**config.mk**
```make
export PLATFORM = sky130hd
export DESIGN_NAME = fsub_seq
export DESIGN_NICKNAME = d
export VERILOG_FILES = /design/src/rtl/fsub_seq.sv
export SDC_FILE = /design/constraint.sdc
export NUM_CORES = 1
export LEC_CHECK = 0
export ABC_AREA = 1
export BUFFER_PORTS_ARGS = -buffer_cell sky130_fd_sc_hd__buf_2
export CAP_MARGIN = 0
export CORE_MARGIN = 8
export CORE_UTILIZATION = 65
export DETAILED_ROUTE_END_ITERATION = 10
export PLACE_DENSITY = 0.85
export SLEW_MARGIN = 20
export SYNTH_ARGS = -nofsm -noshare
export SYNTH_HDL_FRONTEND = slang
export SYNTH_SLANG_ARGS = --single-unit
```
**constraint.sdc**
```tcl
create_clock -name clk -period 13.7 [get_ports clk]
set_input_delay 1.37 -clock clk [delete_from_list [all_inputs] [get_ports clk]]
set_output_delay 1.37 -clock clk [all_outputs]
set_load 0.05 [all_outputs]
```
**src/rtl/fsub_seq.sv**
```systemverilog
// ---------------------------------------------------------------------------
// fsub_seq -- multi-cycle IEEE-754 single-precision subtractor (out = a - b)
//
// Denormal inputs are treated as zero, rounding is truncation, and results
// that would become denormal are flushed to signed zero. Any operand with an
// all-ones exponent (Inf/NaN) produces the canonical quiet NaN with inv=1.
//
// Ports
//   clk    input   1   clock, rising edge
//   rst    input   1   asynchronous active-high reset
//   start  input   1   request, sampled only while idle
//   a      input  32   minuend (captured on the accepting edge)
//   b      input  32   subtrahend (captured on the accepting edge)
//   out    output 32   result, valid while done=1, held until next result
//   busy   output  1   high whenever the FSM is not idle
//   done   output  1   one-cycle completion pulse
//   ovf    output  1   result overflowed to infinity
//   inv    output  1   an operand was Inf/NaN
//
// Latency: done rises 5+k edges after the accepting edge, where k is the
// number of normalisation left shifts (2 edges for the Inf/NaN path).
// ---------------------------------------------------------------------------
module fsub_seq (
  input  logic        clk,
  input  logic        rst,
  input  logic        start,
  input  logic [31:0] a,
  input  logic [31:0] b,
  output logic [31:0] out,
  output logic        busy,
  output logic        done,
  output logic        ovf,
  output logic        inv
);

  typedef enum logic [2:0] {
    S_IDLE   = 3'd0,
    S_UNPACK = 3'd1,
    S_ALIGN  = 3'd2,
    S_ADD    = 3'd3,
    S_NORM   = 3'd4,
    S_PACK   = 3'd5
  } state_t;

  localparam logic [31:0] QNAN_WORD = 32'h7FC0_0000;

  // Assemble a result word from sign, biased exponent and fraction bits.
  function automatic logic [31:0] pack_word(input logic       s,
                                            input logic [7:0] e,
                                            input logic [22:0] f);
    return {s, e, f};
  endfunction

  // Expand a biased exponent/fraction pair into a 27-bit mantissa with the
  // hidden bit at position 26 and three guard bits below the fraction.
  // A zero exponent means zero (no denormal support).
  function automatic logic [26:0] unpack_mant(input logic [7:0]  e,
                                              input logic [22:0] f);
    logic [26:0] m;
    if (e == 8'd0) begin
      m = 27'd0;
    end else begin
      m = {1'b1, f, 3'b000};
    end
    return m;
  endfunction

  // ---------------------------------------------------------------- state
  state_t      state_q;
  logic [31:0] a_q, b_q;         // captured operands
  logic        inv_pend_q;       // Inf/NaN seen during unpack
  logic        big_s_q, sml_s_q; // effective signs (b already negated)
  logic [8:0]  big_e_q;          // exponent of the larger magnitude
  logic [7:0]  diff_q;           // exponent difference big - small
  logic [26:0] big_m_q, sml_m_q; // mantissas, sml_m_q aligned after ALIGN
  logic        zero_both_q;      // both operands were zero
  logic        zero_sign_q;      // sign of a zero-minus-zero result
  logic [26:0] res_m_q;          // working result mantissa
  logic [8:0]  res_e_q;          // working result exponent (9b for overflow)
  logic        res_s_q;          // working result sign
  logic [31:0] out_q;
  logic        busy_q, done_q, ovf_q, inv_q;

  // ------------------------------------------------------ combinational next
  logic [7:0]  ea_d, eb_d;
  logic [26:0] ma_d, mb_d;
  logic        sa_d, sb_d;
  logic        nan_in_d;
  logic        a_big_d;
  logic [26:0] aligned_d;
  logic        same_sign_d;
  logic [27:0] sum_d;

  // Unpack the captured operands and pick the larger magnitude.
  always_comb begin
    ea_d     = a_q[30:23];
    eb_d     = b_q[30:23];
    ma_d     = unpack_mant(ea_d, a_q[22:0]);
    mb_d     = unpack_mant(eb_d, b_q[22:0]);
    sa_d     = a_q[31];
    sb_d     = ~b_q[31];   // subtraction is addition of -b
    nan_in_d = (ea_d == 8'hFF) || (eb_d == 8'hFF);
    // Ties keep a as the larger operand; zero operands have zero mantissa
    // so the concatenated compare orders them correctly.
    a_big_d  = ({ea_d, ma_d} >= {eb_d, mb_d});
  end

  // Alignment shifter and effective add/subtract.
  always_comb begin
    if (diff_q >= 8'd27) begin
      aligned_d = 27'd0;
    end else begin
      aligned_d = sml_m_q >> diff_q;
    end
    same_sign_d = (big_s_q == sml_s_q);
    if (same_sign_d) begin
      sum_d = {1'b0, big_m_q} + {1'b0, sml_m_q};
    end else begin
      // big >= small by construction, so no borrow out
      sum_d = {1'b0, big_m_q} - {1'b0, sml_m_q};
    end
  end

  // Main FSM: datapath registers and registered outputs.
  always_ff @(posedge clk or posedge rst) begin
    if (rst) begin
      state_q     <= S_IDLE;
      a_q         <= 32'd0;
      b_q         <= 32'd0;
      inv_pend_q  <= 1'b0;
      big_s_q     <= 1'b0;
      sml_s_q     <= 1'b0;
      big_e_q     <= 9'd0;
      diff_q      <= 8'd0;
      big_m_q     <= 27'd0;
      sml_m_q     <= 27'd0;
      zero_both_q <= 1'b0;
      zero_sign_q <= 1'b0;
      res_m_q     <= 27'd0;
      res_e_q     <= 9'd0;
      res_s_q     <= 1'b0;
      out_q       <= 32'd0;
      busy_q      <= 1'b0;
      done_q      <= 1'b0;
      ovf_q       <= 1'b0;
      inv_q       <= 1'b0;
    end else begin
      done_q <= 1'b0;
      case (state_q)
        S_IDLE: begin
          if (start) begin
            a_q        <= a;
            b_q        <= b;
            inv_pend_q <= 1'b0;
            busy_q     <= 1'b1;
            state_q    <= S_UNPACK;
          end else begin
            busy_q     <= 1'b0;
            state_q    <= S_IDLE;
          end
        end

        S_UNPACK: begin
          zero_both_q <= (ea_d == 8'd0) && (eb_d == 8'd0);
          zero_sign_q <= a_q[31] & ~b_q[31];
          if (nan_in_d) begin
            inv_pend_q <= 1'b1;
            state_q    <= S_PACK;
          end else begin
            inv_pend_q <= 1'b0;
            if (a_big_d) begin
              big_s_q <= sa_d;
              big_e_q <= {1'b0, ea_d};
              big_m_q <= ma_d;
              sml_s_q <= sb_d;
              sml_m_q <= mb_d;
              diff_q  <= ea_d - eb_d;
            end else begin
              big_s_q <= sb_d;
              big_e_q <= {1'b0, eb_d};
              big_m_q <= mb_d;
              sml_s_q <= sa_d;
              sml_m_q <= ma_d;
              diff_q  <= eb_d - ea_d;
            end
            state_q <= S_ALIGN;
          end
        end

        S_ALIGN: begin
          sml_m_q <= aligned_d;
          state_q <= S_ADD;
        end

        S_ADD: begin
          if (sum_d[27]) begin
            // carry out: renormalise right by one, dropping the LSB
            res_m_q <= sum_d[27:1];
            res_e_q <= big_e_q + 9'd1;
          end else begin
            res_m_q <= sum_d[26:0];
            res_e_q <= big_e_q;
          end
          if (sum_d == 28'd0) begin
            // exact cancellation is +0; only 0 - 0 keeps a signed zero
            res_s_q <= zero_both_q ? zero_sign_q : 1'b0;
          end else begin
            res_s_q <= big_s_q;
          end
          state_q <= S_NORM;
        end

        S_NORM: begin
          if (res_m_q[26] || (res_m_q == 27'd0)) begin
            state_q <= S_PACK;
          end else if (res_e_q <= 9'd1) begin
            // another shift would need exponent 0: flush to signed zero
            res_m_q <= 27'd0;
            state_q <= S_PACK;
          end else begin
            res_m_q <= {res_m_q[25:0], 1'b0};
            res_e_q <= res_e_q - 9'd1;
            state_q <= S_NORM;
          end
        end

        S_PACK: begin
          if (inv_pend_q) begin
            out_q <= QNAN_WORD;
            ovf_q <= 1'b0;
            inv_q <= 1'b1;
          end else if (res_m_q == 27'd0) begin
            out_q <= pack_word(res_s_q, 8'd0, 23'd0);
            ovf_q <= 1'b0;
            inv_q <= 1'b0;
          end else if (res_e_q >= 9'd255) begin
            out_q <= pack_word(res_s_q, 8'hFF, 23'd0);
            ovf_q <= 1'b1;
            inv_q <= 1'b0;
          end else begin
            // truncation: guard bits [2:0] are simply dropped
            out_q <= pack_word(res_s_q, res_e_q[7:0], res_m_q[25:3]);
            ovf_q <= 1'b0;
            inv_q <= 1'b0;
          end
          done_q  <= 1'b1;
          busy_q  <= 1'b0;
          state_q <= S_IDLE;
        end

        default: begin
          busy_q  <= 1'b0;
          state_q <= S_IDLE;
        end
      endcase
    end
  end

  assign out  = out_q;
  assign busy = busy_q;
  assign done = done_q;
  assign ovf  = ovf_q;
  assign inv  = inv_q;

endmodule

```
==> flow_summary.toml <==
[detailed_routing]
drt_iter0_drc = 1975
vias_per_cell = 5.93
antenna_left = 0
wl_mm = 47.1
drcViolationCount = 0
wl_per_cell_um = 17.9
vias = 15600
firstDrtPassIters = 6

[finish]
syn_to_final_growth_pct = 8.99
fin_util_pct = 71.5
nets = 2434
n_fill_cell = 2011
multi_input_area_um2 = 8560
seqCellArea_um2 = 5310
drive_above_1_share_pct = 9.16
antenna_cells = 0

[global_routing]
grt_usage_pct = 32.6
busiest_layer = "met2"
grt_max_degree = 133
antenna_found_initial = 0
grtUsageMet2_pct = 53.0
grt-ovfl-total = 0
grt_pass1_wl_mm = 76.1
met1_usage_pct = 43.9
grt_util_met3_pct = 4.79
first_global_vias = 14800

[clocking]
holdBufCountCts = 0
cts_resized = 0
cts_sinks = 212
cts_buffers = 24
clock_path_buffers = 3
clk_root_buffer_cell = "clkbuf_16"
ctsHtreeMaxLevel = 1
cts_tree = "yes"
post_cts_buffers = 0
clkTransAtPathRegs_ns = 0.06
clk_latency_ns = 0.56

[setup_path]
crit_type = "reg -> reg"
critPathArrivalTime_ns = 5.16
cp_max_fo = 40
cp.required_ns = 14.10
critPathCaptureType = "flip-flop"
cp-start-kind = "flip-flop"
r2r_slack_ns = 8.95

[logic_synthesis]
synth_edf_count = 0
synth_most_common_cell = "nand2_1"
synthTopCellsByArea = "dfrtp_1, nand2_1, ha_1"
synth_fp_nets = 2395
synth_commonest_cells = "nand2_1, inv_1, dfrtp_1"
async_flop_share_pct = 100
synth-main-ff-cell = "dfrtp_1"
ys.warnings.count = 0
ys_seq_elements = 212
synth_cells = 2249
synth.area.mux_share_pct = 0.131
synth-xor-area-share_pct = 2.41
yosys.cell_types.count = 54
synth-simple-area-share_pct = 28.9
ys_seq_area_share_pct = 34.8
synth_fa_ha_area_share_pct = 6.63
synth_top_cell_area_share_pct = 34.8
synth.cell_area_um2 = 15300
syn_area_per_cell_um2 = 6.78
yosys.area.top_type = "dfrtp_1"
synth_compound_area_share_pct = 18.1
synth_top_family_by_area = "simple AND/OR/NAND/NOR gates"

[floorplan]
rows = 56
dieArea_um2 = 28600
core_um2 = 23300
die_h_um = 169
ios = 103
die_w_um = 169
start_util_pct = 65.6

[sta]
fin_crit_ns = 4.75
fin_crit_sh_pct = 34.7
timing.fmax_mhz = 210
fin_setup_tns_ns = 0
tightestPinTransition_ns = 1.04
rsz0062_at_grt = "no"
clock_skew_ns = 0.0459
timing.hold.ws_ns = 0.481
finalHoldViolCount = 0
finalSetupViolCount = 0
slew_headroom_pct = 30.4
final_max_slew_viol_count = 0

[run]
cap_violations = 0

[status]
status = "finished, final reports clean"

[hold_path]
hp-class = "reg -> reg"

[placed_design]
dp_hpwl_mm = 35.6
place.gp.congestion = 0.998
numPortBuffers = 102
state kept, by name, summed over array words and instances, names as in the netlist, 3 cells and up:
register and count:
out 32, b_q 32, state_q 3, res_m_q 27, big_e_q 8, big_m_q 24
res_e_q 9, sml_m_q 27, a_q 32, diff_q 8
worst max-delay path, cell delays in order (launching register included):
cell	delay, ns
dfrtp_1	0.43
inv_1	0.14
ha_1	0.18
inv_1	0.06
nor3_2	0.22
nand2_1	0.13
nor3_2	0.21
nand4_1	0.21
nor3_2	0.30
nor2_1	0.11
a21oi_1	0.18
xor2_1	0.11
ha_1	0.43
nand2_2	0.13
inv_2	0.07
nand3_1	0.14
nor4_1	0.24
nand2_1	0.11
nand3_1	0.12
nand2_4	0.24
inv_4	0.41
o21ai_1	0.11
a21oi_1	0.21
o22ai_1	0.10
cell usage in the layout (no fill, tap or decap), drive strengths merged, types with 2 or more instances in the layout:
cell and n:
o31ai 2, nor4 7, nand3 103, o21ai 251, ha 76, clkbuf 37, xor2 33, nor3 26
inv 241, nand2 740, fa 3, nand4 26, o22ai 6, nand3b 5, dfrtp 212, o211ai 37
nor2 162, buf 116, mux2i 2, bufinv 2, a21oi 155, a2bb2oi 9, o21a 4, xnor2 9
o21bai 4, a31oi 23, or2 2
routing by layer:
| layer | vias up | wire [µm] |
|---|---|---|
| li1 | 7437 | - |
| met1 | 7254 | 19700 |
| met2 | 753 | 21500 |
| met3 | 123 | 4180 |
| met4 | 0 | 1740 |
| met5 | - | 0 |
cell type report:
| class | count | share of cell area, % |
|---|---|---|
| Sequential cell | 212 | 31.9 |
| Tap cell | 319 | 2.40 |
| Multi-Input combinational cell | 1694 | 51.5 |
| Timing Repair Buffer | 116 | 3.73 |
| Clock buffer | 37 | 4.33 |
| Inverter | 240 | 5.48 |
| Clock inverter | 5 | 0.640 |
per-stage QoR:
step | area [µm²] | setup slack (ns) | cells
after CTS | 16600 | 9.02 | 2623
after detailed placement | 15800 | 9.05 | 2581
after floorplan | 15300 | 6.54 | 2249
after global routing | 16600 | 8.54 | 2623
final | 16600 | 8.95 | 2623
after global placement | 15800 | 9.20 | 2581
cells by family after synthesis:
group,count (synthesis)
mux,2
simple gates,1073
xor+xnor,42
flops,212
fa+ha+maj,79
buf+inv,343
compound gates,498
worst paths after layout:
check	start	to	cells after the start
min in group asynchronous	rst	a_q[25]	2
worst max-delay path	sml_m_q[0]	res_m_q[9]	23
max in group asynchronous	rst	sml_m_q[8]	3
worst min-delay path	a_q[17]	a_q[17]	2
worst min register to register	a_q[17]	a_q[17]	2
worst max register to register	sml_m_q[0]	res_m_q[9]	23
Power is not shown: default switching activity piles up to over one toggle a cycle in this logic, so the estimate is an artifact.
